**config.mk**
```make
export PLATFORM = sky130hd
export DESIGN_NAME = fadsu8_mp_seq_flat
export DESIGN_NICKNAME = d
export VERILOG_FILES = /design/src/rtl/fadsu8_mp_seq_pkg.sv /design/src/rtl/fadsu8_mp_seq_if.sv /design/src/rtl/fadsu8_mp_seq_mp_shift_reg.sv /design/src/rtl/fadsu8_mp_seq.sv /design/src/flat_wrapper.sv
export SDC_FILE = /design/constraint.sdc
export NUM_CORES = 1
export LEC_CHECK = 0
export CORE_ASPECT_RATIO = 0.9
export CORE_MARGIN = 3
export CORE_UTILIZATION = 43
export DETAILED_ROUTE_END_ITERATION = 10
export GPL_ROUTABILITY_DRIVEN = 0
export PLACE_DENSITY = 0.86
export SLEW_MARGIN = 25
export SYNTH_ARGS = -nofsm -noshare
export SYNTH_HDL_FRONTEND = slang
export SYNTH_SLANG_ARGS = --single-unit
```
**constraint.sdc**
```tcl
create_clock -name CK -period 1.3 [get_ports CK]
set_clock_uncertainty 0.15 [all_clocks]
set_input_delay 0.13 -clock CK [delete_from_list [all_inputs] [get_ports CK]]
set_output_delay 0.13 -clock CK [all_outputs]
set_load 0.01 [all_outputs]
```
**src/rtl/fadsu8_mp_seq_pkg.sv**
```systemverilog
// Shared definitions for the multi-precision add/sub sequencer.
// Contents: byte width, CON encodings, FSM state type, overflow helper.
package fadsu8_mp_seq_pkg;

  localparam int unsigned BYTE_W = 8;

  localparam logic CON_ADD = 1'b1;
  localparam logic CON_SUB = 1'b0;

  typedef enum logic [1:0] {
    StIdle = 2'd0,
    StRun  = 2'd1,
    StDone = 2'd2
  } state_e;

  // Two's-complement overflow from the operand and result sign bits.
  // Subtract overflows when the operands differ in sign and the result
  // sign differs from the minuend.
  function automatic logic calc_ovf(logic con, logic a7, logic b7, logic s7);
    if (con == CON_SUB) begin
      return (a7 != b7) && (s7 != a7);
    end
    return (a7 == b7) && (s7 != a7);
  endfunction

endpackage

```
**src/rtl/fadsu8_mp_seq_if.sv**
```systemverilog
// Bus interface of the multi-precision add/sub sequencer.
// Request side : START, CON, A, B in; BUSY, DONE, RES, CO, OVF out.
// Macro side   : FA_A, FA_B, FA_BCI, FA_CON out; FA_S, FA_BCO in.
// slave  = view of the sequencer itself, master = view of its environment.
interface fadsu8_mp_seq_if
  import fadsu8_mp_seq_pkg::*;
#(
  parameter int unsigned NBYTES = 4
) ();

  logic                     START;
  logic                     CON;
  logic [BYTE_W*NBYTES-1:0] A;
  logic [BYTE_W*NBYTES-1:0] B;
  logic                     BUSY;
  logic                     DONE;
  logic [BYTE_W*NBYTES-1:0] RES;
  logic                     CO;
  logic                     OVF;
  logic [BYTE_W-1:0]        FA_A;
  logic [BYTE_W-1:0]        FA_B;
  logic                     FA_BCI;
  logic                     FA_CON;
  logic [BYTE_W-1:0]        FA_S;
  logic                     FA_BCO;

  modport slave (
    input  START, CON, A, B, FA_S, FA_BCO,
    output BUSY, DONE, RES, CO, OVF, FA_A, FA_B, FA_BCI, FA_CON
  );

  modport master (
    output START, CON, A, B, FA_S, FA_BCO,
    input  BUSY, DONE, RES, CO, OVF, FA_A, FA_B, FA_BCI, FA_CON
  );

endinterface

```
**src/rtl/fadsu8_mp_seq_mp_shift_reg.sv**
```systemverilog
// Byte-wide shift register, NBYTES lanes.
// Ports: clk_i, rst_i (sync, active-high), load_i/load_data_i parallel load,
// shift_i shifts right one byte with byte_i entering the top lane,
// data_o the full register contents.
module mp_shift_reg
  import fadsu8_mp_seq_pkg::*;
#(
  parameter int unsigned NBYTES = 4
) (
  input  logic                     clk_i,
  input  logic                     rst_i,
  input  logic                     load_i,
  input  logic [BYTE_W*NBYTES-1:0] load_data_i,
  input  logic                     shift_i,
  input  logic [BYTE_W-1:0]        byte_i,
  output logic [BYTE_W*NBYTES-1:0] data_o
);

  localparam int unsigned W = BYTE_W * NBYTES;

  logic [W-1:0] data_q;

  always_ff @(posedge clk_i) begin
    if (rst_i) begin
      data_q <= '0;
    end else if (load_i) begin
      data_q <= load_data_i;
    end else if (shift_i) begin
      data_q <= {byte_i, data_q[W-1:BYTE_W]};
    end
  end

  assign data_o = data_q;

endmodule

```
**src/rtl/fadsu8_mp_seq.sv**
```systemverilog
// Multi-precision add/sub sequencer driving an external 8-bit add/sub macro.
// Ports: CK clock, RST sync active-high reset, bus (slave modport) carrying
// the request/result handshake and the byte-serial macro connection.
// Operands are fed LSB byte first, one byte per cycle; the macro's carry is
// registered between bytes and result bytes shift in from the top.
module fadsu8_mp_seq
  import fadsu8_mp_seq_pkg::*;
#(
  parameter int unsigned NBYTES = 4
) (
  input logic            CK,
  input logic            RST,
  fadsu8_mp_seq_if.slave bus
);

  localparam int unsigned W    = BYTE_W * NBYTES;
  localparam int unsigned IdxW = $clog2(NBYTES);
  localparam logic [IdxW-1:0] LastIdx = IdxW'(NBYTES - 1);

  state_e            state_q, state_d;
  logic [IdxW-1:0]   idx_q, idx_d;
  logic              carry_q, carry_d;
  logic              con_q, con_d;
  logic              co_q, co_d;
  logic              ovf_q, ovf_d;

  logic [W-1:0]      a_sr, b_sr, res_sr;
  logic [BYTE_W-1:0] a_byte, b_byte;
  logic              run, accept, last;

  assign run    = (state_q == StRun);
  // A request is taken in IDLE and in DONE (back-to-back), never in RUN.
  assign accept = bus.START && !run;
  assign last   = run && (idx_q == LastIdx);
  assign a_byte = a_sr[BYTE_W-1:0];
  assign b_byte = b_sr[BYTE_W-1:0];

  // Only the low lane of each operand is consumed; upper lanes just shift down.
  logic unused_hi;
  assign unused_hi = ^{a_sr[W-1:BYTE_W], b_sr[W-1:BYTE_W]};

  mp_shift_reg #(.NBYTES(NBYTES)) u_a_sr (
    .clk_i       (CK),
    .rst_i       (RST),
    .load_i      (accept),
    .load_data_i (bus.A),
    .shift_i     (run),
    .byte_i      ('0),
    .data_o      (a_sr)
  );

  mp_shift_reg #(.NBYTES(NBYTES)) u_b_sr (
    .clk_i       (CK),
    .rst_i       (RST),
    .load_i      (accept),
    .load_data_i (bus.B),
    .shift_i     (run),
    .byte_i      ('0),
    .data_o      (b_sr)
  );

  mp_shift_reg #(.NBYTES(NBYTES)) u_res_sr (
    .clk_i       (CK),
    .rst_i       (RST),
    .load_i      (1'b0),
    .load_data_i ('0),
    .shift_i     (run),
    .byte_i      (bus.FA_S),
    .data_o      (res_sr)
  );

  // FSM state register.
  always_ff @(posedge CK) begin
    if (RST) begin
      state_q <= StIdle;
    end else begin
      state_q <= state_d;
    end
  end

  // FSM next state.
  always_comb begin
    state_d = state_q;
    unique case (state_q)
      StIdle:  if (bus.START) state_d = StRun;
      StRun:   if (last) state_d = StDone;
      StDone:  state_d = bus.START ? StRun : StIdle;
      default: state_d = StIdle;
    endcase
  end

  // FSM outputs: the macro only sees live operands while running.
  always_comb begin
    bus.BUSY   = run;
    bus.DONE   = (state_q == StDone);
    bus.FA_A   = '0;
    bus.FA_B   = '0;
    bus.FA_BCI = 1'b0;
    bus.FA_CON = 1'b0;
    if (run) begin
      bus.FA_A   = a_byte;
      bus.FA_B   = b_byte;
      bus.FA_BCI = carry_q;
      bus.FA_CON = con_q;
    end
  end

  // Datapath next state.
  always_comb begin
    idx_d   = idx_q;
    carry_d = carry_q;
    con_d   = con_q;
    co_d    = co_q;
    ovf_d   = ovf_q;
    if (accept) begin
      idx_d   = '0;
      // Subtract starts with "no borrow" asserted.
      carry_d = ~bus.CON;
      con_d   = bus.CON;
    end else if (run) begin
      idx_d   = idx_q + 1'b1;
      carry_d = bus.FA_BCO;
      if (last) begin
        // Latched on the top byte so CO/OVF persist past the DONE cycle.
        co_d  = bus.FA_BCO;
        ovf_d = calc_ovf(con_q, a_byte[BYTE_W-1], b_byte[BYTE_W-1], bus.FA_S[BYTE_W-1]);
      end
    end
  end

  always_ff @(posedge CK) begin
    if (RST) begin
      idx_q   <= '0;
      carry_q <= 1'b0;
      con_q   <= 1'b0;
      co_q    <= 1'b0;
      ovf_q   <= 1'b0;
    end else begin
      idx_q   <= idx_d;
      carry_q <= carry_d;
      con_q   <= con_d;
      co_q    <= co_d;
      ovf_q   <= ovf_d;
    end
  end

  assign bus.RES = res_sr;
  assign bus.CO  = co_q;
  assign bus.OVF = ovf_q;

endmodule

```
**src/flat_wrapper.sv**
```systemverilog
// flat-port wrapper written by rule: the top's interface ports become plain ports
module fadsu8_mp_seq_flat import fadsu8_mp_seq_pkg::*;
#(
  parameter int unsigned NBYTES = 4
)
  (CK, RST, bus_START, bus_CON, bus_A, bus_B, bus_FA_S, bus_FA_BCO, bus_BUSY, bus_DONE, bus_RES, bus_CO, bus_OVF, bus_FA_A, bus_FA_B, bus_FA_BCI, bus_FA_CON);
  fadsu8_mp_seq_if #(.NBYTES(NBYTES)) bus_i ();
  input logic CK;
  input logic RST;
  input wire logic [$bits(bus_i.START)-1:0] bus_START;
  input wire logic [$bits(bus_i.CON)-1:0] bus_CON;
  input wire logic [$bits(bus_i.A)-1:0] bus_A;
  input wire logic [$bits(bus_i.B)-1:0] bus_B;
  input wire logic [$bits(bus_i.FA_S)-1:0] bus_FA_S;
  input wire logic [$bits(bus_i.FA_BCO)-1:0] bus_FA_BCO;
  output wire logic [$bits(bus_i.BUSY)-1:0] bus_BUSY;
  output wire logic [$bits(bus_i.DONE)-1:0] bus_DONE;
  output wire logic [$bits(bus_i.RES)-1:0] bus_RES;
  output wire logic [$bits(bus_i.CO)-1:0] bus_CO;
  output wire logic [$bits(bus_i.OVF)-1:0] bus_OVF;
  output wire logic [$bits(bus_i.FA_A)-1:0] bus_FA_A;
  output wire logic [$bits(bus_i.FA_B)-1:0] bus_FA_B;
  output wire logic [$bits(bus_i.FA_BCI)-1:0] bus_FA_BCI;
  output wire logic [$bits(bus_i.FA_CON)-1:0] bus_FA_CON;
  assign bus_i.START = bus_START;
  assign bus_i.CON = bus_CON;
  assign bus_i.A = bus_A;
  assign bus_i.B = bus_B;
  assign bus_i.FA_S = bus_FA_S;
  assign bus_i.FA_BCO = bus_FA_BCO;
  assign bus_BUSY = bus_i.BUSY;
  assign bus_DONE = bus_i.DONE;
  assign bus_RES = bus_i.RES;
  assign bus_CO = bus_i.CO;
  assign bus_OVF = bus_i.OVF;
  assign bus_FA_A = bus_i.FA_A;
  assign bus_FA_B = bus_i.FA_B;
  assign bus_FA_BCI = bus_i.FA_BCI;
  assign bus_FA_CON = bus_i.FA_CON;
  fadsu8_mp_seq #(.NBYTES(NBYTES)) u_core (.CK(CK), .RST(RST), .bus(bus_i));
endmodule
```
# After elaboration in Yosys (flattened, before gate mapping)
# Cells that the tools add are included.
classes:
  mux: 20
  eq_ne: 8
  n_bitwise: 2
  n_addsub: 1
  reduce_logical: 10
ops:
  columns: ["operator", "count"]
  rows:
  - ["$mux W32", 4]
  - ["$mux W8", 2]
  - ["$mux W1", 11]
  - ["$pmux W2 S3", 1]
  - ["$eq A2 B2 Y1 const B", 2]
  - ["$logic_and A1 B1 Y1", 4]
  - ["$mux W2", 2]
  - ["$ne A2 B2 Y1 const B", 2]
  - ["$reduce_and A3 Y1", 1]
  - ["$add A2 B1 Y2 const B", 1]
  - ["$eq A2 B1 Y1 const B", 1]
  - ["$logic_not A2 Y1", 1]
  - ["$ne A1 B1 Y1", 2]
  - ["$not A1 Y1", 2]
  - ["$reduce_and A2 Y1", 1]
  - ["$reduce_bool A2 Y1", 1]
  - ["$reduce_or A2 Y1", 1]
  - ["$eq A1 B1 Y1", 1]
  - ["$logic_not A1 Y1", 1]
word_totals:
  in_bits: 77
  register_bits: 104
  out_inout_bits: 54
  elab_cells: 50

# Longest topological paths before layout
# Gate-level depths: netlist of run 1.
logic_depth:
  word_depth: 6
  ltp_mapped: 7
  ltp_nobuf: 4

# Modules after synthesis
# A second synthesis of run 1 with hierarchy kept.
hier_totals:
  cells_unflattened: 489
  area_unflattened_um2: 5038.6
by_module_without_submodules:
  columns: ["module", "cells_each", "area_each_um2", "seq_area_each_um2", "n_inst"]
  rows:
  - ["mp_shift_reg", 142, 1510.2, 640.6, 3]
  - ["fadsu8_mp_seq", 63, 508.0, 160.2, 1]

# Worst setup path before layout of run 1
# No wires, ideal clock.
synth_path:
  path_kind: "register to register"
  startpoint: "register u_core.state_q[1]"
  endpoint: "register u_core.ovf_q, in the netlist u_core.bus.OVF"
  t_arrival_ps: 1022
  required_ps: 1062
  setup_ps: 88
  period_less_slack_ps: 1261
  path_buffers: 2
  stages_incl_launch_ff: 7
  path_slack_ps: 39
  path_cell_list: "dfxtp_1 nand2b_1 buf_6 inv_2 buf_6 a21oi_1 a311oi_2"
synth_via:
  elab_chain_len: 5
  word_cells_on_any_way: 6
  cone_classes: "1 x eq/ne; 1 x bitwise; 4 x reduce/logical"
synth_rtl:
  columns: ["element", "line", "source"]
  rows:
  - ["start: declaration", "fadsu8_mp_seq.sv:20", "state_e state_q, state_d;"]
  - ["start signal: assignment", "fadsu8_mp_seq.sv:75", "state_q <= StIdle;"]
  - ["start signal: assignment", "fadsu8_mp_seq.sv:77", "state_q <= state_d;"]
  - ["$eq A2 B1 Y1 (*)", "fadsu8_mp_seq.sv:31", "assign run = (state_q == StRun);"]
  - ["$logic_not A1 Y1", "fadsu8_mp_seq.sv:33", "assign accept = bus.START && !run;"]
  - ["$logic_and A1 B1 Y1", "fadsu8_mp_seq.sv:33", null]
  - ["$not A1 Y1 (no line)", null, null]
  - ["$reduce_and A3 Y1 (no line) (*)", null, null]
  - ["end signal: assignment", "fadsu8_mp_seq.sv:143", "ovf_q <= ovf_d;"]
  - ["end: declaration", "fadsu8_mp_seq.sv:25", "logic ovf_q, ovf_d;"]
# Mark *: on every way between the ends. The rest lies on a longest branch, timed or not.
# A chain may end at the register's enable or synchronous reset.

# Final worst setup path of run 1
layout_path:
  startpoint: "register u_core.state_q[1]"
  endpoint: "output port bus_FA_B[0]"
layout_via:
  elab_chain_len: 2
layout_rtl:
  columns: ["element", "line", "source"]
  rows:
  - ["$eq A2 B1 Y1", "fadsu8_mp_seq.sv:31", null]
  - ["$mux W8", "fadsu8_mp_seq.sv:100", "if (run) begin"]
  - ["end: declaration", "flat_wrapper.sv:22", "output wire logic [$bits(bus_i.FA_B)-1:0] bus_FA_B;"]
# No other way between the ends.

==> results of run 1 <==
-- what timing repair did --
| item | CTS | global route |
|---|---|---|
| hold buffers | 0 | 0 |
| resized for setup | 357 | 154 |
| pin swaps | 81 | 62 |
| cloned | 21 | 2 |
| setup buffers | 15 | 9 |
| setup endpoints to repair | 157 | 147 |
-- synthesized netlist by cell type (2+ instances only) --
library cell	count	share of area, %
and2_1	18	2.5
nand2b_1	3	0.41
buf_8	2	0.66
clkbuf_4	2	0.33
buf_2	13	1.4
buf_6	10	2.5
buf_4	5	0.83
a211oi_2	40	11
clkbuf_1	8	0.66
nor2b_1	4	0.55
nand3_1	4	0.44
nand2_1	66	5.5
mux2i_1	65	14
nor2_1	67	5.6
dfxtp_1	104	46
a21oi_1	38	4.2
a211oi_1	9	1.5
-- logic make-up after synthesis --
family,share of synthesized area (%)
and+or+nand+nor,15.1
DFF,46.0
AOI/OAI and AO/OA,17.4
muxes,14.4
buffers and inverters,6.66
xor gates and xnor gates,0.194
adders and majority gates,0.276
-- power by group through the flow --
| stage | logic, uW | registers, uW | clock network [uW] |
|---|---|---|---|
| floorplan | 763 | 3550 | 0 |
| global placement | 1200 | 3580 | 0 |
| detailed placement | 1240 | 3590 | 0 |
| CTS | 1980 | 3560 | 2880 |
| global route | 2220 | 3630 | 3010 |
| finish | 2120 | 3610 | 2890 |
-- registers in the layout, indices dropped and copies added (netlist names) --
| register | flops |
|---|---|
| u_core.u_a_sr.data_o | 32 |
| u_core.u_b_sr.data_o | 32 |
| u_core.u_res_sr.data_o | 32 |
| u_core.idx_q | 2 |
| u_core.state_q | 2 |
| u_core.bus.CO | 1 |
| u_core.bus.OVF | 1 |
| u_core.carry_q | 1 |
| u_core.con_q | 1 |
-- layout make-up --
class,count,share of cell area [%]
clock inverters,5,1.01
multi-input cells,320,38.5
flip-flops and latches,104,26.4
clock buffers,10,2.85
repair buffers,188,29.1
inverters,2,0.156
well taps,126,1.96
-- worst reg2reg max path, stage by stage (launching register included) --
cell,delay (ns)
dfxtp_2,0.33
nand2b_4,0.17
buf_8,0.15
buf_12,0.13
buf_16,0.15
buf_16,0.16
o22a_1,0.15
nor2_1,0.08
-- per-layer routing --
layer	wire [um]	up-vias
met2	8730	159
met3	768	40
met1	6060	2013
met5	0	-
met4	501	0
li1	-	1923
-- through the flow --
stage | util, % | power [uW]
floorplan | - | 4320
global placement | 59.8 | 4780
detailed placement | 59.8 | 4830
CTS | 77.0 | 8430
global route | 80.6 | 8860
finish | 80.6 | 8610
-- worst paths after layout --
path              cells after the start         startpoint                 to  slack, ns
setup / recovery                      5  u_core.state_q[1]        bus_FA_B[0]      -0.28
hold / removal                        3          bus_START       u_core.con_q       0.04
setup reg to reg                      7  u_core.state_q[1]  u_core.state_q[0]      -0.24
hold reg to reg                       2    u_core.idx_q[1]    u_core.idx_q[1]       0.32
==> out/metrics.csv, run 1 <==
metric;value;unit
final_area;0.00803;mm2
cp.buffers_inverters;3;
crit_family;flip-flops;
syn_to_final_growth;77.3;%
grt_pass1_wl;23.5;mm
clock_latency;0.34;ns
synthCells;467;
fin_ws;-0.282;ns
critPathSlowestCell;dfxtp_2;
slew_violations;0;
synthesis.area;0.00453;mm2
finalSetupViolations;123;
syn_avg_cell_area;9.69;um2
cts_tree;yes;
cts_buffers;9;
cts_sinks;104;
synth_edf_count;0;
num_rows;34;
grt_use_met2;48.8;%
crit_arrival;1.30;ns
dpl.hpwl;8.02;mm
fin_crit_sh;122;%
firstDrtPassIters;5;
io_pins;131;
placement.io_buffers;130;
switching_share;27.6;%
ctsLongestPathBuffers;2;
placed_cell_area;0.00595;mm2
ys_types;26;
final_common_cell;clkdlybuf4s50_1;
first_global_vias;4458;
power_density;1070;mW/mm2
start_util;45.5;%
antenna_found_initial;0;
vias;4135;
ant_nets;0;
setup_tns;-20.41;ns
use_met1;28.2;%
htree_levels;3;
p_switching;2380;uW
hold_ws;0.0391;ns
core;0.00995;mm2
cp_cell_sequence;nand2b_4, inv_6, buf_6, and2_4, buf_6;
wl;16.1;mm
overflow;0;
slew_headroom;68.5;%
tightest_slew;0.472;ns
drive_above_1_share;53.7;%
crit_path_frequent_cell;buf_6;
ys_async_sr_fraction;0;%
regArea;0.00212;mm2
endpoint_kind;output port;
rsz0062_at_grt;true;
grt-busiest-layer;met2;
seq_power_share;41.9;%
final_cell_mix;clkdlybuf4s50_1 (74), dfxtp_1 (72), mux2i_1 (65);
clkTransAtPathRegs;0.07;ns
globalRouteMet3Util;5.29;%
status;complete, but fails checks;
grt_max_degree;65;
die_width;114;um
layoutNonFillerInstCount;755;
ys.warnings.count;0;
ys_seq_area_share;46.0;%
max_freq;632;MHz
track_usage;25.8;%
synth_nets;545;
ir_drop;0.857;mV
ys.flop_type;dfxtp_1;
hold_viol;0;
hold_path.class;input port to register;
p_int;6230;uW
wl_per_cell;21.3;um
pre_cts_slack;-0.326;ns
p_comb_share;24.6;%
fill_cells;558;
die_area;0.0118;mm2
vias_per_cell;5.48;
leakage;0.00321;uW
violations;setup timing;
drc;0;
drv_cap;0;
diodes;0;
critPathLaunchType;register;
pwr-share-clk;33.5;%
fp.dieH;103;um
cp.required;1.02;ns
nets;703;
max_stage_delay;0.33;ns
first_iter_violations;137;
path_max_fanout;4;
synth_seq_cells;104;
crit_type;register to output port;
dp_cells;705;
period_minus_slack;1.58;ns
ctsRootBufferMaster;clkbuf_16;
multi_input_area;0.00309;mm2
No activity file was read; power rests on OpenSTA's default activity.
==> inputs of run 2 (changes only) <==
--- a/config.mk
+++ b/config.mk
@@ -7,11 +7,13 @@
 export LEC_CHECK = 0
 export CORE_ASPECT_RATIO = 0.9
 export CORE_MARGIN = 3
-export CORE_UTILIZATION = 43
+export CORE_UTILIZATION = 55
+export CTS_BUF_LIST = sky130_fd_sc_hd__clkbuf_8
 export DETAILED_ROUTE_END_ITERATION = 10
 export GPL_ROUTABILITY_DRIVEN = 0
-export PLACE_DENSITY = 0.86
+export PLACE_DENSITY = 0.95
 export SLEW_MARGIN = 25
 export SYNTH_ARGS = -nofsm -noshare
 export SYNTH_HDL_FRONTEND = slang
+export SYNTH_HIERARCHICAL = 1
 export SYNTH_SLANG_ARGS = --single-unit
==> constraint.sdc (replaced) <==
create_clock -name CK -period 1.97 [get_ports CK]
set_clock_uncertainty 0.15 [all_clocks]
set_input_delay 0.197 -clock CK [delete_from_list [all_inputs] [get_ports CK]]
set_output_delay 0.197 -clock CK [all_outputs]
set_load 0.01 [all_outputs]
==> run 2 against run 1 <==
The flow now finishes without violations. Cell count increased by 3.6%. Via count decreased by 1.1%. First-iteration DRC count increased by 34%. Sequential share of layout area increased by 4.3 points. Power decreased by 42%. Utilization decreased by 3.1 points. Die area decreased by 12%.
==> out/metrics.csv, run 2 <==
metric;value;unit;change
syn_to_final_growth;34.3;%;was 77.3%
final_cell_mix;clkdlybuf4s50_1 (111), dfxtp_1 (103), nor2b_1 (100);;was clkdlybuf4s50_1 (74), dfxtp_1 (72), mux2i_1 (65)
min-delay-start;RST;;was bus_START
p_comb_share;21.3;%;was 24.6%
reg2reg_to;u_core/u_res_sr/data_o[31];;was u_core.state_q[0]
firstDrtPassIters;4;;was 5
die_width;107;um;was 114 um
cp-startpoint;u_core/state_q[1];;was u_core.state_q[1]
ff2ff_path_depth;6;;was 7
track_usage;25.0;%;was 25.8%
wl;12.8;mm;was 16.1 mm
die_area;0.0103;mm2;was 0.0118 mm2
ys_types;27;;was 26
synthesis.area;0.00504;mm2;was 0.00453 mm2
hold-path-cell-count;2;;was 3
switching_share;26.5;%;was 27.6%
core;0.00873;mm2;was 0.00995 mm2
vias;4088;;was 4,135
synth_area_leaders;dfxtp_1 (41%), mux2i_1 (19%), a211oi_1 (14%), nor2b_1 (12%), buf_12 (3.6%);;was dfxtp_1 (46%), mux2i_1 (14%), a211oi_2 (11%), nor2_1 (5.6%), nand2_1 (5.5%)
drive_above_1_share;6.33;%;was 53.7%
final_common_cell;clkdlybuf4s50_1;;unchanged
dpl.hpwl;8.90;mm;was 8.02 mm
synth_seq_cells;104;;unchanged
syn_avg_cell_area;10.3;um2;was 9.69 um2
ys.warnings.count;6;;was 0
htree_levels;3;;unchanged
p_int;3640;uW;was 6230 uW
period_minus_slack;1.88;ns;
finalSetupViolations;0;;was 123
crit_arrival;1.54;ns;was 1.30 ns
regArea;0.00208;mm2;was 0.00212 mm2
ys_seq_area_share;41.3;%;was 46.0%
fill_cells;604;;was 558
crit_family;buffers and inverters;;was flip-flops
endpoint_kind;output port;;unchanged
status;finished clean;;was complete, but fails checks
ys_async_sr_fraction;0;%;unchanged
cp.buffers_inverters;2;;was 3
synth_top_area_cell;dfxtp_1;;unchanged
clock_latency;0.36;ns;was 0.34 ns
power_density;732;mW/mm2;was 1070 mW/mm2
crit_type;register to output port;;unchanged
netlist_top_cells_count;dfxtp_1 (104), nor2b_1 (100), a211oi_1 (97), mux2i_1 (97), clkbuf_1 (28);;was dfxtp_1 (104), nor2_1 (67), nand2_1 (66), mux2i_1 (65), a211oi_2 (40)
timing.rr.start;u_core/state_q[1];;was u_core.state_q[1]
p_switching;1310;uW;was 2380 uW
grt_pass1_wl;21.1;mm;was 23.5 mm
diodes;0;;unchanged
num_rows;32;;was 34
ys.flop_type;dfxtp_1;;unchanged
path_max_fanout;21;;was 4
hold_path.class;input port to register;;unchanged
seq_power_share;48.5;%;was 41.9%
cp_cell_sequence;nand2b_4, clkinv_8, clkdlybuf4s50_1;;was nand2b_4, inv_6, buf_6, and2_4, buf_6
max_stage_delay;0.55;ns;was 0.33 ns
max_freq;531;MHz;
ant_nets;0;;unchanged
vias_per_cell;5.23;;was 5.48
start_util;57.7;%;was 45.5%
leakage;0.00270;uW;was 0.00321 uW
fin_crit_sh;95.5;%;
clkTransAtPathRegs;0.09;ns;was 0.07 ns
grt_max_degree;52;;was 65
critPathLaunchType;register;;unchanged
drc;0;;unchanged
r2r_slack;0.10;ns;was -0.24 ns
ctsRootBufferMaster;clkbuf_8;;was clkbuf_16
first_iter_violations;184;;was 137
cts_buffers;9;;unchanged
synthCells;489;;was 467
antenna_found_initial;0;;unchanged
utilization;77.5;%;was 80.6%
cts_sinks;104;;unchanged
fp.dieH;96.8;um;was 103 um
hold_viol;0;;unchanged
placement.io_buffers;130;;unchanged
cp.required;1.62;ns;was 1.02 ns
ir_drop;0.521;mV;was 0.857 mV
synth_edf_count;0;;unchanged
min_to;u_core/u_b_sr/data_o[21];;was u_core.con_q
critPathSlowestCell;clkdlybuf4s50_1;;was dfxtp_2
rsz0062_at_grt;false;;was true
multi_input_area;0.00281;mm2;was 0.00309 mm2
setup_tns;0;ns;was -20.41 ns
cts_tree;yes;;unchanged
wl_per_cell;16.3;um;was 21.3 um
nets;737;;was 703
hold_ws;0.118;ns;was 0.0391 ns
pwr-share-clk;30.2;%;was 33.5%
ctsLongestPathBuffers;2;;unchanged
synthMostInstantiatedCell;dfxtp_1;;unchanged
io_pins;131;;unchanged
slew_violations;0;;unchanged
overflow;0;;unchanged
first_global_vias;4371;;was 4,458
drv_cap;0;;unchanged
synth_top_cell_area_share;41.3;%;was 46.0%
-- run 2: changes by cell type after synthesis, sizes merged, moves of 19 or more --
cell,before,now
a21oi,38,5
a211oi,49,97
clkbuf,10,29
mux2i,65,97
nand2,66,2
nor2,67,5
nor2b,4,100
-- run 2: routing by layer --
layer  vias to the layer above  global-route usage, %  share of wire [%]
met3                        18                   5.54                3.9
met5                         -                      0                  0
met4                         0                   7.57                1.6
met2                       105                   43.5                 51
met1                      1926                   30.6                 43
li1                       2039                      -                  -
-- run 2: repair_timing --
| action | in CTS | in global routing |
|---|---|---|
| setup buffers | 1 | 0 |
| endpoints found under the setup margin | 37 | 0 |
| hold buffers | 0 | 0 |
| resized for setup | 22 | 0 |
-- run 2: worst register-to-register path, stage by stage (launching register included) --
cell      delay [ns]
dfxtp_1         0.37
nand2b_4        0.19
buf_4           0.16
clkinv_4        0.20
buf_4           0.29
mux2i_1         0.15
a211oi_1        0.26
-- run 2: cell families (layout without fill, tap and decap cells) --
logic type / Yosys count / after routing / synth area share [%]
and+or+nand+nor: 131 / 131 / 15.9
other: 1 / 54 / 0.0744
muxes: 98 / 98 / 19.6
xor gates and xnor gates: 1 / 1 / 0.174
buffers and inverters: 48 / 169 / 7.23
AOI/OAI and AO/OA: 105 / 105 / 15.5
DFF: 104 / 104 / 41.3
adders and majority gates: 1 / 1 / 0.248
-- run 2: power groups by stage --
stage               Combinational (uW)  Clock (uW)  Sequential [uW]
finish                            1060        1490             2410
global route                      1130        1590             2430
CTS                               1040        1510             2400
detailed placement                1030           0             2450
global placement                   994           0             2440
floorplan                          654           0             2430
-- run 2: how the worst max path moves through the flow --
stage,to,slack [ns],depth (start not counted)
final,bus_BUSY,0.09,3
after floorplan,u_core/u_a_sr/data_o[0],0.03,8
after CTS,bus_BUSY,0.09,3
after global placement,bus_FA_A[7],0.06,4
after detailed placement,bus_FA_A[7],0.01,4
after global routing,u_core/u_res_sr/data_o[31],0.02,6
-- run 2: layout make-up --
type	count	area share, %
Clock buffer	11	2.24
Sequential cell	104	30.8
Clock inverter	4	1.13
Timing Repair Buffer	148	21.6
Tap cell	119	2.20
Timing Repair inverter	1	0.129
Inverter	5	0.462
Multi-Input combinational cell	390	41.5
-- run 2: per-stage QoR --
stage	cells	setup WS [ns]	power, uW	cell area, um2
finish	782	0.0879	4950	6770
floorplan	542	0.0260	3090	5240
CTS	782	0.0880	4950	6770
global route	782	0.0198	5150	6770
detailed placement	765	0.00988	3480	6530
global placement	765	0.0648	3440	6530
